### src/rtl/vm_pkg.sv
// Vending machine shared types and constants.
// CHANGE_TIMEOUT_EN adds the hopper-timeout ERROR state.
package vm_pkg;

  localparam int COIN_UNIT = 50;

  typedef enum logic [2:0] {
    CHG_IDLE,
    CHG_SELECT,
    CHG_PULSE,
    CHG_WAIT_ACK,
    CHG_GAP,
    CHG_DONE
`ifdef CHANGE_TIMEOUT_EN
    ,
    CHG_ERROR
`endif
  } chg_state_t;

  typedef enum logic {
    COIN_50,
    COIN_100
  } coin_t;

  function automatic logic [1:0] coin_units(
    input coin_t c
  );
    return (c == COIN_100) ? 2'd2 : 2'd1;
  endfunction

endpackage

### src/rtl/chg_timer.sv
// Loadable down-counter with zero flag.
// Shared by the pulse, gap and ack-timeout intervals.
module chg_timer #(
  parameter int W = 4
) (
  input  logic         clk,
  input  logic         reset,
  input  logic         load,
  input  logic [W-1:0] load_val,
  input  logic         dec,
  output logic         zero
);

  logic [W-1:0] cnt_q;

  // load wins over decrement; count saturates at zero
  always_ff @(posedge clk) begin
    if (reset) begin
      cnt_q <= '0;
    end else if (load) begin
      cnt_q <= load_val;
    end else if (dec && cnt_q != '0) begin
      cnt_q <= cnt_q - W'(1);
    end
  end

  assign zero = (cnt_q == '0);

endmodule

### src/rtl/change_dispenser.sv
// Coin-return transmitter: pays out change one coin at a time.
// CHANGE_TIMEOUT_EN enables the sticky hopper-ack timeout.
module change_dispenser
  import vm_pkg::*;
#(
  parameter int AMT_W     = 4,
  parameter int PULSE_LEN = 2,
  parameter int GAP_LEN   = 2,
  parameter int TIMEOUT   = 16
) (
  input  logic             clk,
  input  logic             reset,
  input  logic             req_valid,
  input  logic [AMT_W-1:0] req_amount,
  output logic             req_ready,
  input  logic             hopper100_empty,
  input  logic             hopper_ack,
  output logic             out100,
  output logic             out50,
  output logic             busy,
  output logic             done,
  output logic             error
);

  localparam int PG_MAX =
    (PULSE_LEN > GAP_LEN) ? PULSE_LEN : GAP_LEN;
  localparam int TMR_MAX =
    (TIMEOUT > PG_MAX) ? TIMEOUT : PG_MAX;
  localparam int TMR_W = $clog2(TMR_MAX + 1);

  chg_state_t       state_q;
  chg_state_t       state_d;
  logic [AMT_W-1:0] rem_q;
  logic [AMT_W-1:0] rem_d;
  coin_t            coin_q;
  coin_t            coin_d;

  logic             tmr_load;
  logic [TMR_W-1:0] tmr_val;
  logic             tmr_dec;
  logic             tmr_zero;

  chg_timer #(
    .W (TMR_W)
  ) u_timer (
    .clk      (clk),
    .reset    (reset),
    .load     (tmr_load),
    .load_val (tmr_val),
    .dec      (tmr_dec),
    .zero     (tmr_zero)
  );

  // state, remaining amount and chosen coin
  always_ff @(posedge clk) begin
    if (reset) begin
      state_q <= CHG_IDLE;
      rem_q   <= '0;
      coin_q  <= COIN_50;
    end else begin
      state_q <= state_d;
      rem_q   <= rem_d;
      coin_q  <= coin_d;
    end
  end

  // next state and timer control
  always_comb begin
    state_d  = state_q;
    rem_d    = rem_q;
    coin_d   = coin_q;
    tmr_load = 1'b0;
    tmr_val  = '0;
    tmr_dec  = 1'b0;
    unique case (state_q)
      CHG_IDLE: begin
        if (req_valid) begin
          rem_d   = req_amount;
          state_d = (req_amount == '0)
                  ? CHG_DONE : CHG_SELECT;
        end
      end
      CHG_SELECT: begin
        coin_d = (rem_q >= AMT_W'(2)
                  && !hopper100_empty)
               ? COIN_100 : COIN_50;
        tmr_load = 1'b1;
        tmr_val  = TMR_W'(PULSE_LEN - 1);
        state_d  = CHG_PULSE;
      end
      CHG_PULSE: begin
        if (tmr_zero) begin
`ifdef CHANGE_TIMEOUT_EN
          tmr_load = 1'b1;
          tmr_val  = TMR_W'(TIMEOUT - 1);
`endif
          state_d = CHG_WAIT_ACK;
        end else begin
          tmr_dec = 1'b1;
        end
      end
      CHG_WAIT_ACK: begin
        if (hopper_ack) begin
          rem_d = rem_q
                - AMT_W'(coin_units(coin_q));
          tmr_load = 1'b1;
          tmr_val  = TMR_W'(GAP_LEN - 1);
          state_d  = CHG_GAP;
        end
`ifdef CHANGE_TIMEOUT_EN
        else if (tmr_zero) begin
          state_d = CHG_ERROR;
        end else begin
          tmr_dec = 1'b1;
        end
`endif
      end
      CHG_GAP: begin
        if (tmr_zero) begin
          state_d = (rem_q == '0)
                  ? CHG_DONE : CHG_SELECT;
        end else begin
          tmr_dec = 1'b1;
        end
      end
      CHG_DONE: begin
        state_d = CHG_IDLE;
      end
`ifdef CHANGE_TIMEOUT_EN
      CHG_ERROR: begin
        state_d = CHG_ERROR;
      end
`endif
      default: begin
        state_d = CHG_IDLE;
      end
    endcase
  end

  assign req_ready = (state_q == CHG_IDLE);
  assign busy      = (state_q != CHG_IDLE);
  assign done      = (state_q == CHG_DONE);
  assign out100    = (state_q == CHG_PULSE)
                  && (coin_q == COIN_100);
  assign out50     = (state_q == CHG_PULSE)
                  && (coin_q == COIN_50);

`ifdef CHANGE_TIMEOUT_EN
  assign error = (state_q == CHG_ERROR);
`else
  assign error = 1'b0;
`endif

endmodule

### config.mk
export PLATFORM = sky130hd
export DESIGN_NAME = change_dispenser
export DESIGN_NICKNAME = d
export VERILOG_FILES = /design/src/rtl/vm_pkg.sv /design/src/rtl/chg_timer.sv /design/src/rtl/change_dispenser.sv
export SDC_FILE = /design/constraint.sdc
export NUM_CORES = 1
export LEC_CHECK = 0
export CAP_MARGIN = 30
export CORE_UTILIZATION = 55
export DETAILED_ROUTE_END_ITERATION = 16
export GPL_ROUTABILITY_DRIVEN = 0
export PLACE_DENSITY = 0.82
export SYNTH_ARGS = -nofsm -noshare
export SYNTH_HDL_FRONTEND = slang
export SYNTH_SLANG_ARGS = --single-unit
### constraint.sdc
create_clock -name clk -period 4.12 [get_ports clk]
set_clock_uncertainty 0.2 [all_clocks]
set_input_delay 0.824 -clock clk [delete_from_list [all_inputs] [get_ports clk]]
set_output_delay 0.824 -clock clk [all_outputs]
set_load 0.01 [all_outputs]
==> results.json, run 1 <==
{
  "status": "complete, no violations",
  "ys_seq_area_frac": 0.290,
  "seqPwrFrac": 0.421,
  "diodes": 0,
  "critPathLaunchType": "register",
  "synth_cells": 105,
  "hp-class": "reg2reg",
  "endpoint_kind": "primary output",
  "viasPerCell": 5.70,
  "final_area_um2": 1020,
  "yosysUniqueCellTypes": 41,
  "path_cells": "nor3b_1 > and2_1 > clkdlybuf4s50_1",
  "synth_edf_count": 0,
  "async_reset_ff_frac": 0,
  "rsz0062_at_grt": "false",
  "min_from": "u_timer.cnt_q[4]$_SDFFE_PP0P_",
  "portBuffers": 13,
  "worstPathArrival_ns": 2.02,
  "grt_usage": 0.228,
  "worstReg2RegStart": "state_q[0]$_SDFFE_PP0P_",
  "comb_power_share": 0.373,
  "cts_buffers": 3,
  "path_class": "reg2out",
  "finalCritPeriodShare": 0.738,
  "fin_util": 0.672,
  "vias": 747,
  "wl_per_cell_um": 13.7,
  "ys_ff_latch": 13,
  "clk_latency_ns": 0.28,
  "syn-cell-area_um2": 898,
  "setup_viol": 0,
  "p_leak_nw": 0.377,
  "wl_um": 1790,
  "route.detailed.drc": 0,
  "fin_crit_ns": 3.04,
  "max_stage_delay_ns": 0.68,
  "clock_power_share": 0.206,
  "max_freq_mhz": 329,
  "clkTransAtPathRegs_ns": 0.08,
  "initial_core_util": 0.589,
  "antenna_found_initial": 0,
  "cts_num_sinks": 13,
  "rr_worst_depth": 3,
  "drv_slew": 0,
  "holdWs_ns": 0.266,
  "worstMarginPinSlew_ns": 0.624,
  "dpl_cell_area_um2": 998,
  "cts_setup_buffers": 0,
  "syn2layout_area_growth_pct": 14.1,
  "die_h_um": 42.4,
  "drv_cap": 0,
  "tritoncts": "yes",
  "overflow": 0,
  "fin_tns_setup_ns": 0,
  "htree_num_levels": 1,
  "worst_ep_required_time_ns": 3.10,
  "yosysWarnings": 0,
  "dr.pass1.iters": 4,
  "syn-num-nets": 118,
  "switchingPower_mw": 0.144,
  "crit_fanout": 16,
  "io-pin-count": 15,
  "grt_pass1_vias": 697,
  "drive_gt1_frac": 0.130,
  "dieArea_um2": 1800,
  "r2r_setup_slack_ns": 2.20,
  "worstHoldEndpoint": "u_timer.cnt_q[4]$_SDFFE_PP0P_",
  "die_width_um": 42.4,
  "hold_viol_final": 0,
  "clock_path_buffers": 2,
  "netSwitchingFraction": 0.366,
  "dp_hpwl_um": 1310,
  "slowest_stage": "dfxtp_1",
  "mostFrequentLayoutCells": "13 x dfxtp_1, 13 x clkdlybuf4s50_1, 12 x nor2_1",
  "syn_avg_cell_area_um2": 8.56,
  "cts-root-buf": "clkbuf_4",
  "synth_flop_cell": "dfxtp_1",
  "drtAntennaViolNets": 0,
  "core_area_um2": 1520,
  "intPower_mw": 0.250,
  "ctsHoldBuffers": 0,
  "powerDensity_nw_per_um2": 384,
  "grt_max_degree": 18,
  "drt_iter0_drc": 15,
  "peakVddDrop_mv": 0.282,
  "cts.repair.resized": 0,
  "hold_depth": 2,
  "rr_endpoint": "rem_q[3]$_SDFFE_PP0P_",
  "slew-limit-headroom": 0.584,
  "final_nets": 129,
  "rows": 14,
  "grt_first_pass_wirelength_um": 3080
}
==> metal layers <==
metal	global-route usage	wire length, um
met5	0	0
met4	0.0750	25
met3	0.0776	59
met2	0.372	895
met1	0.280	810
==> layout make-up <==
class | instances | area [um^2]
repair buffers | 13 | 130
multi-input cells | 75 | 551
flip-flops and latches | 13 | 260
fillers | 137 | 499
inverters | 10 | 37.5
clock buffers | 4 | 26.3
well taps | 16 | 20.0
==> power groups by stage <==
stage	clock [mW]	sequential [mW]	combinational (mW)
final	0.0811	0.166	0.147
after global routing	0.0894	0.168	0.163
after CTS	0.0842	0.165	0.147
after detailed placement	0	0.168	0.147
after global placement	0	0.168	0.143
after floorplan	0	0.150	0.128
==> state kept, by name, summed over array words and instances, names as in the netlist <==
name           flops
coin_q             1
rem_q              4
state_q            3
u_timer.cnt_q      5
==> cells in the mapped netlist, types with 3 or more instances <==
master     n  area share
a211oi_1   6       0.050
nor2_1    12       0.050
ha_1       3       0.042
nand2b_1   3       0.021
dfxtp_1   13        0.29
o21ai_0    4       0.022
nor4_1     3       0.021
nor3_1     4       0.022
inv_1     10       0.042
buf_4      4       0.033
nand2_1    4       0.017
a21oi_1    6       0.033
==> through the flow <==
stage / std cells / worst slack, ns / power, mW
floorplan: 105 / 2.14 / 0.278
global placement: 127 / 1.47 / 0.311
detailed placement: 127 / 1.40 / 0.315
CTS: 131 / 1.07 / 0.397
global route: 131 / 0.929 / 0.421
finish: 131 / 1.08 / 0.393
==> critical path, delay by kind of cell, from the launching register on <==
family	cells	cell delay (ns)
DFF	1	0.68
and+or+nand+nor	2	0.52
buffers and inverters	1	0.53
==> logic make-up after synthesis <==
group	count (synthesis)	synth area share
adder cells (fa/ha/maj)	4	0.0641
XOR/XNOR	3	0.0376
other	1	0.00417
AO/OA/AOI/OAI	25	0.208
buffers and inverters	17	0.0975
flip-flops	13	0.290
AND/OR/NAND/NOR	42	0.299
==> worst max-delay path by stage <==
stage | from | to | slack, ns | depth (start not counted)
3_5_place_dp | state_q[1]$_SDFFE_PP0P_ | out50 | 1.40 | 3
3_3_place_gp | state_q[1]$_SDFFE_PP0P_ | out100 | 1.47 | 3
5_1_grt | state_q[1]$_SDFFE_PP0P_ | out50 | 0.93 | 3
2_1_floorplan | req_amount[2] | state_q[2]$_SDFFE_PP0P_ | 2.14 | 4
6_report | state_q[1]$_SDFFE_PP0P_ | out50 | 1.08 | 3
4_1_cts | state_q[1]$_SDFFE_PP0P_ | out50 | 1.07 | 3
(Power assumes the default switching activity.)
==> run 2, diff against run 1 <==
Settings changed: CORE_UTILIZATION 55 to 46, PLACE_DENSITY 0.82 to 0.73.
Clock period 4.12 ns to 2.5 ns, I/O delays scaled along.
==> run 2 against run 1 <==
- sequential share of layout area fell by 1.1 points
- setup slack got worse by 0.94 ns
- non-clock buffer count up 4
- design area is 5.4% higher
- hold slack worse by 0.0012 ns
- sequential power increased by 59%
- global-route usage fell by 2.4 points
- combinational power increased by 86%
- largest cell class unchanged
- largest power group is now combinational cells
- highest routed layer unchanged
==> results.json, run 2 (synthesis results as in run 1) <==
{
  "dpl_cell_area_um2": 1040,
  "drv_slew": 0,
  "rr_worst_depth": 6,
  "hp-class": "reg2reg",
  "fin_util": 0.606,
  "p_total_mw": 0.672,
  "tritoncts": "yes",
  "die_width_um": 46.2,
  "max_stage_delay_ns": 0.52,
  "slew-limit-headroom": 0.634,
  "largest-register": "u_timer.cnt_q",
  "worstMarginPinSlew_ns": 0.547,
  "antenna_found_initial": 0,
  "rr_endpoint": "rem_q[1]$_SDFFE_PP0P_",
  "worst_ep_required_time_ns": 1.80,
  "slowest_stage": "clkdlybuf4s50_1",
  "grt_max_degree": 13,
  "mostFrequentLayoutCells": "13 x clkdlybuf4s50_1, 12 x nor2_1, 11 x dfxtp_1",
  "diodes": 0,
  "viasPerCell": 5.54,
  "htree_num_levels": 1,
  "die_h_um": 46.2,
  "hold_viol_final": 0,
  "core_area_um2": 1780,
  "powerDensity_nw_per_um2": 623,
  "clock_path_buffers": 2,
  "route.detailed.drc": 0,
  "finalCritPeriodShare": 0.942,
  "p_leak_nw": 0.404,
  "worstReg2RegStart": "coin_q$_SDFFE_PP0N_",
  "clkTransAtPathRegs_ns": 0.08,
  "io-pin-count": 15,
  "wl_um": 1860,
  "rsz0062_at_grt": "false",
  "dp_hpwl_um": 1410,
  "largest_reg_flops": 5,
  "layout_commonest_cell": "clkdlybuf4s50_1",
  "portBuffers": 13,
  "critPathLaunchType": "register",
  "cts_buffers": 3,
  "grt_usage": 0.204,
  "peakVddDrop_mv": 0.494,
  "dr.pass1.iters": 4,
  "endpoint_kind": "primary output",
  "crit_fanout": 12,
  "max_freq_mhz": 424,
  "clk_latency_ns": 0.28,
  "path_cells": "nor3b_2 > and2_1 > clkdlybuf4s50_1",
  "comb_power_share": 0.406,
  "drt_iter0_drc": 4,
  "vias": 798,
  "wl_per_cell_um": 12.9,
  "rows": 15,
  "fin_tns_setup_ns": 0,
  "drtAntennaViolNets": 0,
  "startpoint": "state_q[0]$_SDFFE_PP0P_",
  "ctsHoldBuffers": 0,
  "cts_num_sinks": 13,
  "dieArea_um2": 2130,
  "grt_first_pass_wirelength_um": 3080,
  "seqPwrFrac": 0.393,
  "overflow": 0,
  "drive_gt1_frac": 0.185,
  "grt_pass1_vias": 737,
  "crit_end": "out50",
  "worstPathArrival_ns": 1.66,
  "reg.largest.list": "u_timer.cnt_q x5, rem_q x4, state_q x3",
  "path_class": "reg2out",
  "drv_cap": 0,
  "fin_crit_ns": 2.36,
  "final_nets": 133,
  "initial_core_util": 0.504,
  "switchingPower_mw": 0.247,
  "cts-root-buf": "clkbuf_4",
  "r2r_setup_slack_ns": 0.66,
  "status": "complete, no violations",
  "cts_setup_buffers": 0,
  "nFillCells": 158,
  "clock_power_share": 0.201,
  "syn2layout_area_growth_pct": 20.2,
  "intPower_mw": 0.425,
  "netSwitchingFraction": 0.368,
  "final_area_um2": 1080,
  "setup_viol": 0
}
## run 2: area by class of cell
class                   instances  area [um^2]  share of cell area
inverters                      10         37.5              0.0348
multi-input cells              75          562               0.520
flip-flops and latches         13          263               0.243
repair buffers                 17          160               0.148
clock buffers                   4         26.3              0.0243
well taps                      25         31.3              0.0290
## run 2: how the worst min path moves through the flow
| stage | depth (start not counted) | startpoint | slack (ns) | endpoint |
|---|---|---|---|---|
| 2_1_floorplan | 2 | u_timer.cnt_q[4]$_SDFFE_PP0P_ | 0.24 | u_timer.cnt_q[4]$_SDFFE_PP0P_ |
| 3_3_place_gp | 2 | u_timer.cnt_q[4]$_SDFFE_PP0P_ | 0.25 | u_timer.cnt_q[4]$_SDFFE_PP0P_ |
| 3_5_place_dp | 2 | u_timer.cnt_q[4]$_SDFFE_PP0P_ | 0.26 | u_timer.cnt_q[4]$_SDFFE_PP0P_ |
| 4_1_cts | 2 | u_timer.cnt_q[4]$_SDFFE_PP0P_ | 0.27 | u_timer.cnt_q[4]$_SDFFE_PP0P_ |
| 5_1_grt | 2 | u_timer.cnt_q[4]$_SDFFE_PP0P_ | 0.29 | u_timer.cnt_q[4]$_SDFFE_PP0P_ |
| 6_report | 2 | u_timer.cnt_q[4]$_SDFFE_PP0P_ | 0.26 | u_timer.cnt_q[4]$_SDFFE_PP0P_ |
## run 2: power by group through the flow
stage | clock, mW | sequential, mW | combinational [mW]
floorplan | 0 | 0.247 | 0.211
global placement | 0 | 0.264 | 0.262
detailed placement | 0 | 0.266 | 0.269
CTS | 0.140 | 0.262 | 0.272
global route | 0.148 | 0.268 | 0.304
finish | 0.135 | 0.264 | 0.273
## run 2: timing repair
item | in CTS | in global routing
setup endpoints to repair | 2 | 3
pin swaps | 0 | 0
resized for setup | 1 | 3
## run 2: per-stage QoR
stage	std cells	setup WS, ns	hold WS, ns
after floorplan	105	0.813	0.241
after global placement	140	0.319	0.252
after detailed placement	140	0.312	0.256
after CTS	144	0.0620	0.268
after global routing	144	0.0220	0.295
final	144	0.144	0.265
## run 2: layer usage
metal	share of wire	GRT usage	vias up	wire length, um
li1	-	-	403	-
met1	0.46	0.222	381	848
met2	0.51	0.372	12	939
met3	0.025	0.0588	2	46
met4	0.013	0.0706	0	24
met5	0	0	-	0
## run 2: critical path, delay by kind of cell (launching register included)
family,cells,cell delay [ns]
buf+inv,1,0.52
simple gates,2,0.41
flops,1,0.45
==> run 3, diff against run 2 <==
Settings changed: TNS_END_PERCENT set to 1.
==> run 3 against run 2 <==
- core utilization fell by 0.070 points
- fmax fell by 2.2%
- die area did not move
- clock-buffer cell count did not move
- total power barely moved
- sequential share of layout area fell by 0.088 points
- combinational power barely moved
- design area fell by 0.12%
- critical endpoint is now done
==> results.json, run 3 (synthesis results as in run 1) <==
{
  "slew-limit-headroom": 0.634,
  "powerDensity_nw_per_um2": 623,
  "min_from": "u_timer.cnt_q[4]$_SDFFE_PP0P_",
  "grt_pass1_vias": 737,
  "final_nets": 133,
  "fin_cells": 144,
  "fin_crit_ns": 2.41,
  "vias": 797,
  "mostFrequentLayoutCells": "13 x clkdlybuf4s50_1, 12 x nor2_1, 12 x dfxtp_1",
  "worstReg2RegStart": "coin_q$_SDFFE_PP0N_",
  "rr_worst_depth": 6,
  "htree_num_levels": 1,
  "tritoncts": "yes",
  "drv_cap": 0,
  "clock_path_buffers": 2,
  "worstPathArrival_ns": 1.71,
  "cts_setup_buffers": 0,
  "worstHoldEndpoint": "u_timer.cnt_q[4]$_SDFFE_PP0P_",
  "cts-root-buf": "clkbuf_4",
  "hold_depth": 2,
  "die_h_um": 46.2,
  "route.detailed.drc": 0,
  "hp-class": "reg2reg",
  "grt_usage": 0.204,
  "io-pin-count": 15,
  "drive_gt1_frac": 0.176,
  "grt_first_pass_wirelength_um": 3080,
  "layout_commonest_cell": "clkdlybuf4s50_1",
  "status": "complete, no violations",
  "endpoint_kind": "primary output",
  "setup_viol": 0,
  "peakVddDrop_mv": 0.494,
  "dr.pass1.iters": 4,
  "max_freq_mhz": 415,
  "cts_num_sinks": 13,
  "fin_tns_setup_ns": 0,
  "initial_core_util": 0.504,
  "overflow": 0,
  "rsz0062_at_grt": "true",
  "dp_hpwl_um": 1410,
  "rr_endpoint": "rem_q[1]$_SDFFE_PP0P_",
  "seqCellArea_um2": 262,
  "drtAntennaViolNets": 0,
  "r2r_setup_slack_ns": 0.66,
  "finalCritPeriodShare": 0.964,
  "worstMarginPinSlew_ns": 0.547,
  "largest_reg_flops": 5,
  "die_width_um": 46.2,
  "drt_iter0_drc": 4,
  "portBuffers": 13,
  "cts_buffers": 3,
  "nFillCells": 158,
  "path_class": "reg2out",
  "antenna_found_initial": 0,
  "clkTransAtPathRegs_ns": 0.09,
  "clk_latency_ns": 0.28,
  "grt_max_degree": 13,
  "dieArea_um2": 2130,
  "core_area_um2": 1780,
  "syn2layout_area_growth_pct": 20.1,
  "reg.largest.list": "u_timer.cnt_q x5, rem_q x4, state_q x3",
  "multi_input_comb_area_um2": 562,
  "wl_per_cell_um": 12.9,
  "wl_um": 1860,
  "dp.cells": 140,
  "drv_slew": 0,
  "p_leak_nw": 0.403,
  "worst_ep_required_time_ns": 1.80,
  "viasPerCell": 5.53,
  "largest-register": "u_timer.cnt_q",
  "hold_viol_final": 0,
  "critPathLaunchType": "register",
  "rows": 15,
  "diodes": 0,
  "crit_fanout": 9
}
[run 3: cell counts in the layout (fill, tap and decap cells not counted)]
No cell type changed its count.
[run 3: where the power goes]
| part | internal (mW) | leakage (nW) | total [mW] | switching [mW] |
|---|---|---|---|---|
| sequential | 0.231 | 0.107 | 0.264 | 0.0330 |
| clock | 0.0619 | 0.0150 | 0.135 | 0.0736 |
| combinational | 0.132 | 0.282 | 0.273 | 0.141 |
[run 3: critical path: stages (launching register included)]
cell and delay, ns:
dfxtp_1 0.47, buf_4 0.22, nand2_1 0.07, nor2_1 0.12, clkdlybuf4s50_1 0.54
[run 3: final cells by class]
type | count | share of cell area
clock buffers | 4 | 0.0244
inverters | 10 | 0.0348
flip-flops and latches | 13 | 0.242
well taps | 25 | 0.0290
multi-input cells | 75 | 0.521
repair buffers | 17 | 0.148
[run 3: worst max path at each step]
stage	startpoint	cells after the start	slack, ns	end
5_1_grt	state_q[2]$_SDFFE_PP0P_	4	-0.02	done
3_5_place_dp	req_amount[2]	5	0.31	state_q[2]$_SDFFE_PP0P_
3_3_place_gp	req_amount[2]	5	0.32	state_q[2]$_SDFFE_PP0P_
4_1_cts	state_q[2]$_SDFFE_PP0P_	3	0.06	req_ready
2_1_floorplan	coin_q$_SDFFE_PP0N_	6	0.81	rem_q[1]$_SDFFE_PP0P_
6_report	state_q[2]$_SDFFE_PP0P_	4	0.09	done
[run 3: metal layers]
layer | routed length [um] | global-route usage | vias up
met1 | 848 | 0.222 | 380
met4 | 24 | 0.0706 | 0
li1 | - | - | 403
met2 | 940 | 0.372 | 12
met3 | 46 | 0.0588 | 2
met5 | 0 | 0 | -
[run 3: repair_timing]
item / 4_1_cts / 5_1_grt
gates cloned: 0 / 0
endpoints found under the setup margin: 2 / 3
resized for setup: 1 / 2
hold buffers: 0 / 0
[run 3: stage by stage]
step	worst slack, ns	util	power, mW	hold slack [ns]	instance area, um^2
CTS	0.0620	0.601	0.674	0.268	1070
global route	-0.0197	0.605	0.720	0.295	1080
detailed placement	0.312	0.583	0.534	0.256	1040
global placement	0.319	0.583	0.526	0.252	1040
floorplan	0.813	-	0.458	0.241	898
finish	0.0910	0.605	0.672	0.265	1080
